File: src/rtl/dcache_ctrl.sv
// rtl/dcache_ctrl.sv - non-blocking load cache controller with MSHR-tracked misses
// Hits complete combinationally; misses queue in MSHRs, issue to memory and fill on tag match.
module dcache_ctrl #(
    parameter int IDX_BITS = 5,
    parameter int TAG_BITS = 8,
    parameter int NMSHR    = 4
) (
    input  logic                clock,
    input  logic                reset,
    input  logic                ld_req,
    input  logic [63:0]         ld_addr,
    output logic                ld_stall,
    output logic                ld_done,
    output logic [63:0]         ld_done_addr,
    output logic [63:0]         ld_data,
    output logic [IDX_BITS-1:0] rd_idx,
    output logic [TAG_BITS-1:0] rd_tag,
    input  logic [63:0]         rd_data,
    input  logic                rd_valid,
    output logic                wr_en,
    output logic [IDX_BITS-1:0] wr_idx,
    output logic [TAG_BITS-1:0] wr_tag,
    output logic [63:0]         wr_data,
    output logic [1:0]          proc2mem_command,
    output logic [63:0]         proc2mem_addr,
    input  logic [3:0]          mem2proc_response,
    input  logic [3:0]          mem2proc_tag,
    input  logic [63:0]         mem2proc_data
);

    localparam int LW = IDX_BITS + TAG_BITS;
    localparam int MW = (NMSHR > 1) ? $clog2(NMSHR) : 1;

    typedef enum logic [1:0] {ST_INVALID, ST_ISSUE, ST_WAIT} mshr_state_t;

    mshr_state_t   r_state [NMSHR];
    logic [LW-1:0] r_line  [NMSHR];
    logic [3:0]    r_mtag  [NMSHR];

    logic [LW-1:0] w_line;
    logic          w_fill_hit, w_iss_any, w_free_any, w_pending;
    logic [MW-1:0] w_fill_sel, w_iss_sel, w_free_sel;
    logic          w_hit, w_alloc;
    logic          w_unused_addr_bits;

    assign w_line             = ld_addr[LW+2:3];
    assign w_unused_addr_bits = ^{ld_addr[63:LW+3], ld_addr[2:0]};
    assign rd_idx             = w_line[IDX_BITS-1:0];
    assign rd_tag             = w_line[LW-1:IDX_BITS];

    // Descending scans leave the lowest matching index selected.
    always_comb begin
        w_fill_hit = 1'b0;
        w_fill_sel = '0;
        w_iss_any  = 1'b0;
        w_iss_sel  = '0;
        w_free_any = 1'b0;
        w_free_sel = '0;
        w_pending  = 1'b0;
        for (int i = NMSHR - 1; i >= 0; i--) begin
            if (r_state[i] == ST_WAIT && mem2proc_tag != 4'd0 && r_mtag[i] == mem2proc_tag) begin
                w_fill_hit = 1'b1;
                w_fill_sel = MW'(i);
            end
            if (r_state[i] == ST_ISSUE) begin
                w_iss_any = 1'b1;
                w_iss_sel = MW'(i);
            end
            if (r_state[i] == ST_INVALID) begin
                w_free_any = 1'b1;
                w_free_sel = MW'(i);
            end
            if (r_state[i] != ST_INVALID && r_line[i] == w_line) begin
                w_pending = 1'b1;
            end
        end
    end

    // A fill owns the completion port, so any concurrent request must retry.
    assign w_hit    = ld_req && rd_valid && !w_fill_hit;
    assign w_alloc  = ld_req && !rd_valid && !w_fill_hit && !w_pending && w_free_any;
    assign ld_stall = ld_req && !w_hit && !w_alloc;

    assign wr_en   = w_fill_hit;
    assign wr_idx  = r_line[w_fill_sel][IDX_BITS-1:0];
    assign wr_tag  = r_line[w_fill_sel][LW-1:IDX_BITS];
    assign wr_data = mem2proc_data;

    assign ld_done      = w_fill_hit || w_hit;
    assign ld_data      = w_fill_hit ? mem2proc_data : (w_hit ? rd_data : 64'd0);
    assign ld_done_addr = w_fill_hit ? {{(61-LW){1'b0}}, r_line[w_fill_sel], 3'b000} :
                          w_hit      ? {{(61-LW){1'b0}}, w_line, 3'b000} : 64'd0;

    assign proc2mem_command = w_iss_any ? 2'd1 : 2'd0;
    assign proc2mem_addr    = w_iss_any ? {{(61-LW){1'b0}}, r_line[w_iss_sel], 3'b000} : 64'd0;

    always_ff @(posedge clock) begin
        if (reset) begin
            for (int i = 0; i < NMSHR; i++) begin
                r_state[i] <= ST_INVALID;
            end
        end else begin
            if (w_fill_hit) begin
                r_state[w_fill_sel] <= ST_INVALID;
            end
            if (w_iss_any && mem2proc_response != 4'd0) begin
                r_state[w_iss_sel] <= ST_WAIT;
                r_mtag[w_iss_sel]  <= mem2proc_response;
            end
            if (w_alloc) begin
                r_state[w_free_sel] <= ST_ISSUE;
                r_line[w_free_sel]  <= w_line;
            end
        end
    end

endmodule

File: config.mk
export PLATFORM = sky130hd
export DESIGN_NAME = dcache_ctrl
export DESIGN_NICKNAME = d
export VERILOG_FILES = /design/src/rtl/dcache_ctrl.sv
export SDC_FILE = /design/constraint.sdc
export NUM_CORES = 1
export LEC_CHECK = 0
export BUFFER_PORTS_ARGS = -buffer_cell sky130_fd_sc_hd__buf_4
export CAP_MARGIN = 20
export CELL_PAD_IN_SITES_DETAIL_PLACEMENT = 2
export CELL_PAD_IN_SITES_GLOBAL_PLACEMENT = 2
export CORE_AREA = 2 2 193 195
export CTS_CLUSTER_DIAMETER = 80
export CTS_CLUSTER_SIZE = 14
export DETAILED_ROUTE_END_ITERATION = 8
export DIE_AREA = 0 0 195 197
export GPL_TIMING_DRIVEN = 0
export PLACE_DENSITY_LB_ADDON = 0.1
export SLEW_MARGIN = 10
export SYNTH_ARGS = -nofsm -noshare
export SYNTH_HDL_FRONTEND = slang
export SYNTH_SLANG_ARGS = --single-unit
export TNS_END_PERCENT = 30
File: constraint.sdc
create_clock -name clock -period 4.5 [get_ports clock]
set_input_delay 0.45 -clock clock [delete_from_list [all_inputs] [get_ports clock]]
set_output_delay 0.45 -clock clock [all_outputs]
set_load 0.01 [all_outputs]
==> metrics.md <==
| Metric | Value |
|---|---|
| Fin Clk Skew | 0.00860 ns |
| Peak supply drop | 0.145 mV |
| Worst min path class | input pin to flip-flop |
| Status | finished clean |
| Routed vias/inst | 4.29 |
| Initial antenna violation count | 1 |
| Crit-path slowest cell | buf_1 |
| CP Capture Type | output pin |
| Num CTS Buffers | 9 |
| Post-synthesis mux area share | 0% |
| Synth area leaders | edfxtp_1 (30%), buf_4 (20%), a22o_1 (8.4%) |
| Fill count | 4249 |
| Die Wd | 195 microns |
| Final Net Count | 1417 |
| Initial Util | 18.5% |
| Crit path max-delay family | simple AND/OR/NAND/NOR gates |
| Clk Latency, worst-skew pair | 0.35 ns |
| Largest net degree at the start of global routing | 13 |
| Residual DRC | 0 |
| CP Data Required Time | 4.05 ns |
| Synth unique cells | 40 |
| CTS H-Tree Depth | 3 |
| DR pass1 iterations | 5 |
| First-pass GRT wire length | 54500 microns |
| Fin Setup TNS | 0 ns |
| Post-synth EDFFs | 68 |
| Final Hold Vio Count | 0 |
| Worst Setup Start Kind | flip-flop |
| Synth Area in XOR/XNOR | 7.71% |
| Largest family of logic cells by synthesized area | buffers and inverters |
| Final instance area | 0.0106 sq mm |
| Synth Instances | 759 |
| Clock buffer depth | 2 |
| Reg-to-reg critical path startpoint | r_state[2][0] |
| RSZ-0062 raised after global routing | false |
| CP max FO | 10 |
| DP HPWL | 32300 microns |
| RD Place Congestion | 0.797 |
| Ys Warns | 0 |
| Buf/Inv on CP | 2 |
| Pre-CTS setup slack | 0.149 ns |
| Compound-gate portion of the synthesized area | 20.8% |
| Max-cap viol count | 0 |
| CTS clk-pin slew, worst paths | 0.06 ns |
| Async S/R FF share, synth | 0% |
| Multi-input combinational cell area | 0.00328 sq mm |
| Vias in the first global route | 7471 |
| Cell taking the most area after synthesis | edfxtp_1 |
| Pwr dens | 220 mW/mm^2 |
| Post-synthesis simple-gate area fraction | 14.2% |
| Achievable frequency | 237 MHz |
| DP Cell Count | 1670 |
| Postcts setup bufs | 0 |
| Die area | 0.0384 sq mm |
| Largest stage delay, worst path | 0.64 ns |
| Share of layout cells above drive strength 1 | 46.1% |
| Kind of critical path | flip-flop to output pin |
| Routed WL | 39500 microns |
| Average size of a mapped cell | 8.84 sq um |
| Antenna-violating nets left | 0 |
| CTS tree | built |
| Starting DRT DRC Count | 388 |
| Remaining global-route overflow | 0 |
| WP data arrival | 3.78 ns |
| Final Cycle Share | 94.0% |
| Chip height | 197 microns |
| Crit-path cells | nand2b_1 -> a2111oi_0 -> nand3_2 -> nand2_1 -> buf_1 -> o32ai_1 -> nor3_1 -> buf_4 |
| Total GRT Usage | 19.6% |
| Adder-cell share of the synthesized area | 0% |
| Fin cells | 1687 |
| Slew HR | 35.7% |
| Hold Path Depth | 1 |
| Core area | 0.0363 sq mm |
| Clk sink count | 76 |
| Register area share after synthesis | 32.8% |
| RR Endpoint | r_line[2][4] |
| Worst slew pin tran | 0.961 ns |
| Hold Crit Endpoint | r_line[0][9] |
| Area Growth Syn to Fin | 57.9% |
| Setup violators final | 0 |
| Placed Area | 0.0103 sq mm |
| Slew Viols, Final | 0 |
| R2r worst-path depth | 10 |
| Synthesized area | 0.00671 sq mm |
| Register area | 0.00220 sq mm |
| R2R setup slack | 0.84 ns |
| Row count | 70 |
| Drt wl/cell | 23.4 microns |
| CTS Root Buffer Type | clkbuf_16 |
| Port buffer count | 334 |
| Final Worst Setup Slack | 0.272 ns |
| Hold Startpoint | ld_addr[12] |
| Leakage | 5.19 nW |
| Synth Register Bits | 76 |
| Total number of vias | 7237 |
| Power Total | 2.33 mW |
| Yosys top cell area share | 30.4% |
| Min Tclk post-route | 4.23 ns |
| Dominant synthesized flop cell | edfxtp_1 |
| IO Pins | 491 |
==> report_power, final <==
group | switching [mW] | internal, mW
clock network | 0.309 | 0.445
registers | 0.0167 | 0.788
logic | 0.389 | 0.386
==> flip-flops by register name, indices dropped and copies added, names as in the netlist <==
signal	flops
r_state	8
r_mtag	16
r_line	52
==> repair_timing <==
item,4_1_cts,5_1_grt
hold buffers,0,0
endpoints found under the setup margin,0,13
gates resized for setup,0,6
==> cell usage in the layout, fill, tap and decap left out, drive strengths merged, types with 6 or more instances in the layout <==
cell type and count:
a22o 64, conb 103, nor2 53, nand2 41, a211o 13, a222oi 16, buf 534, o32ai 14
o21a 13, edfxtp 68, clkbuf 56, nand3 20, xor2 57, inv 16, nor2b 11, nor3 33
nand4 6, nor4 19, a21oi 39, dfxtp 8
==> layer usage <==
layer / wire length [microns] / track usage (%) / vias up
met3: 1780 / 3.18 / 29
met4: 541 / 4.66 / 2
li1: - / - / 3373
met2: 19800 / 34.2 / 264
met1: 17400 / 25.3 / 3569
met5: 12 / 0 / -
==> worst register-to-register path: stages, from the launching register on <==
cell and delay (ns):
dfxtp_1 0.47, nand2b_1 0.15, a2111oi_0 0.09, and3_1 0.21, buf_2 0.23, nor4_4 0.41
inv_2 0.12, or4_1 0.50, buf_2 0.21, nor4_4 0.73, buf_8 0.24
==> worst max path at each step <==
stage / startpoint / end / cells after the start
global placement: mem2proc_tag[0] / r_line[1][10] / 10
floorplan: mem2proc_tag[0] / r_line[1][0] / 10
global route: r_state[2][1] / ld_data[21] / 10
finish: r_state[2][1] / wr_tag[6] / 8
CTS: r_state[2][1] / wr_tag[3] / 8
detailed placement: mem2proc_tag[0] / ld_data[48] / 12
==> cells in the mapped netlist (6+ instances only) <==
cell and instances:
nor3_1 33, a22o_1 64, o32ai_1 14, buf_1 6, nand2_1 41, a222oi_1 16
buf_4 181, xor2_1 57, edfxtp_1 68, inv_1 15, nand4_1 6, nand3_1 20
nor2b_1 11, o21a_1 13, clkbuf_1 41, a21oi_1 39, nor2_1 53, dfxtp_1 8
a211o_1 13, buf_2 9, nor4_1 16
==> kinds of logic after synthesis <==
logic type / Yosys count
buffers and inverters: 253
flip-flops: 76
AND/OR/NAND/NOR: 194
XOR/XNOR: 59
AO/OA/AOI/OAI: 176
other: 1
==> layout make-up <==
class	instances	area share (%)
well taps	468	5.53
repair buffers	341	24.3
inverters	16	0.567
multi-input cells	532	31.0
clock inverters	4	0.461
plain buffers	237	15.0
diodes	1	0.0236
clock buffers	12	2.33
flip-flops and latches	76	20.8
==> through the flow <==
stage / utilization, % / hold WS, ns
floorplan: - / 0.477
global placement: 28.1 / 0.533
detailed placement: 28.4 / 0.532
CTS: 29.2 / 0.312
global route: 29.2 / 0.313
finish: 29.2 / 0.318
No activity file was read; power rests on OpenSTA's default activity.
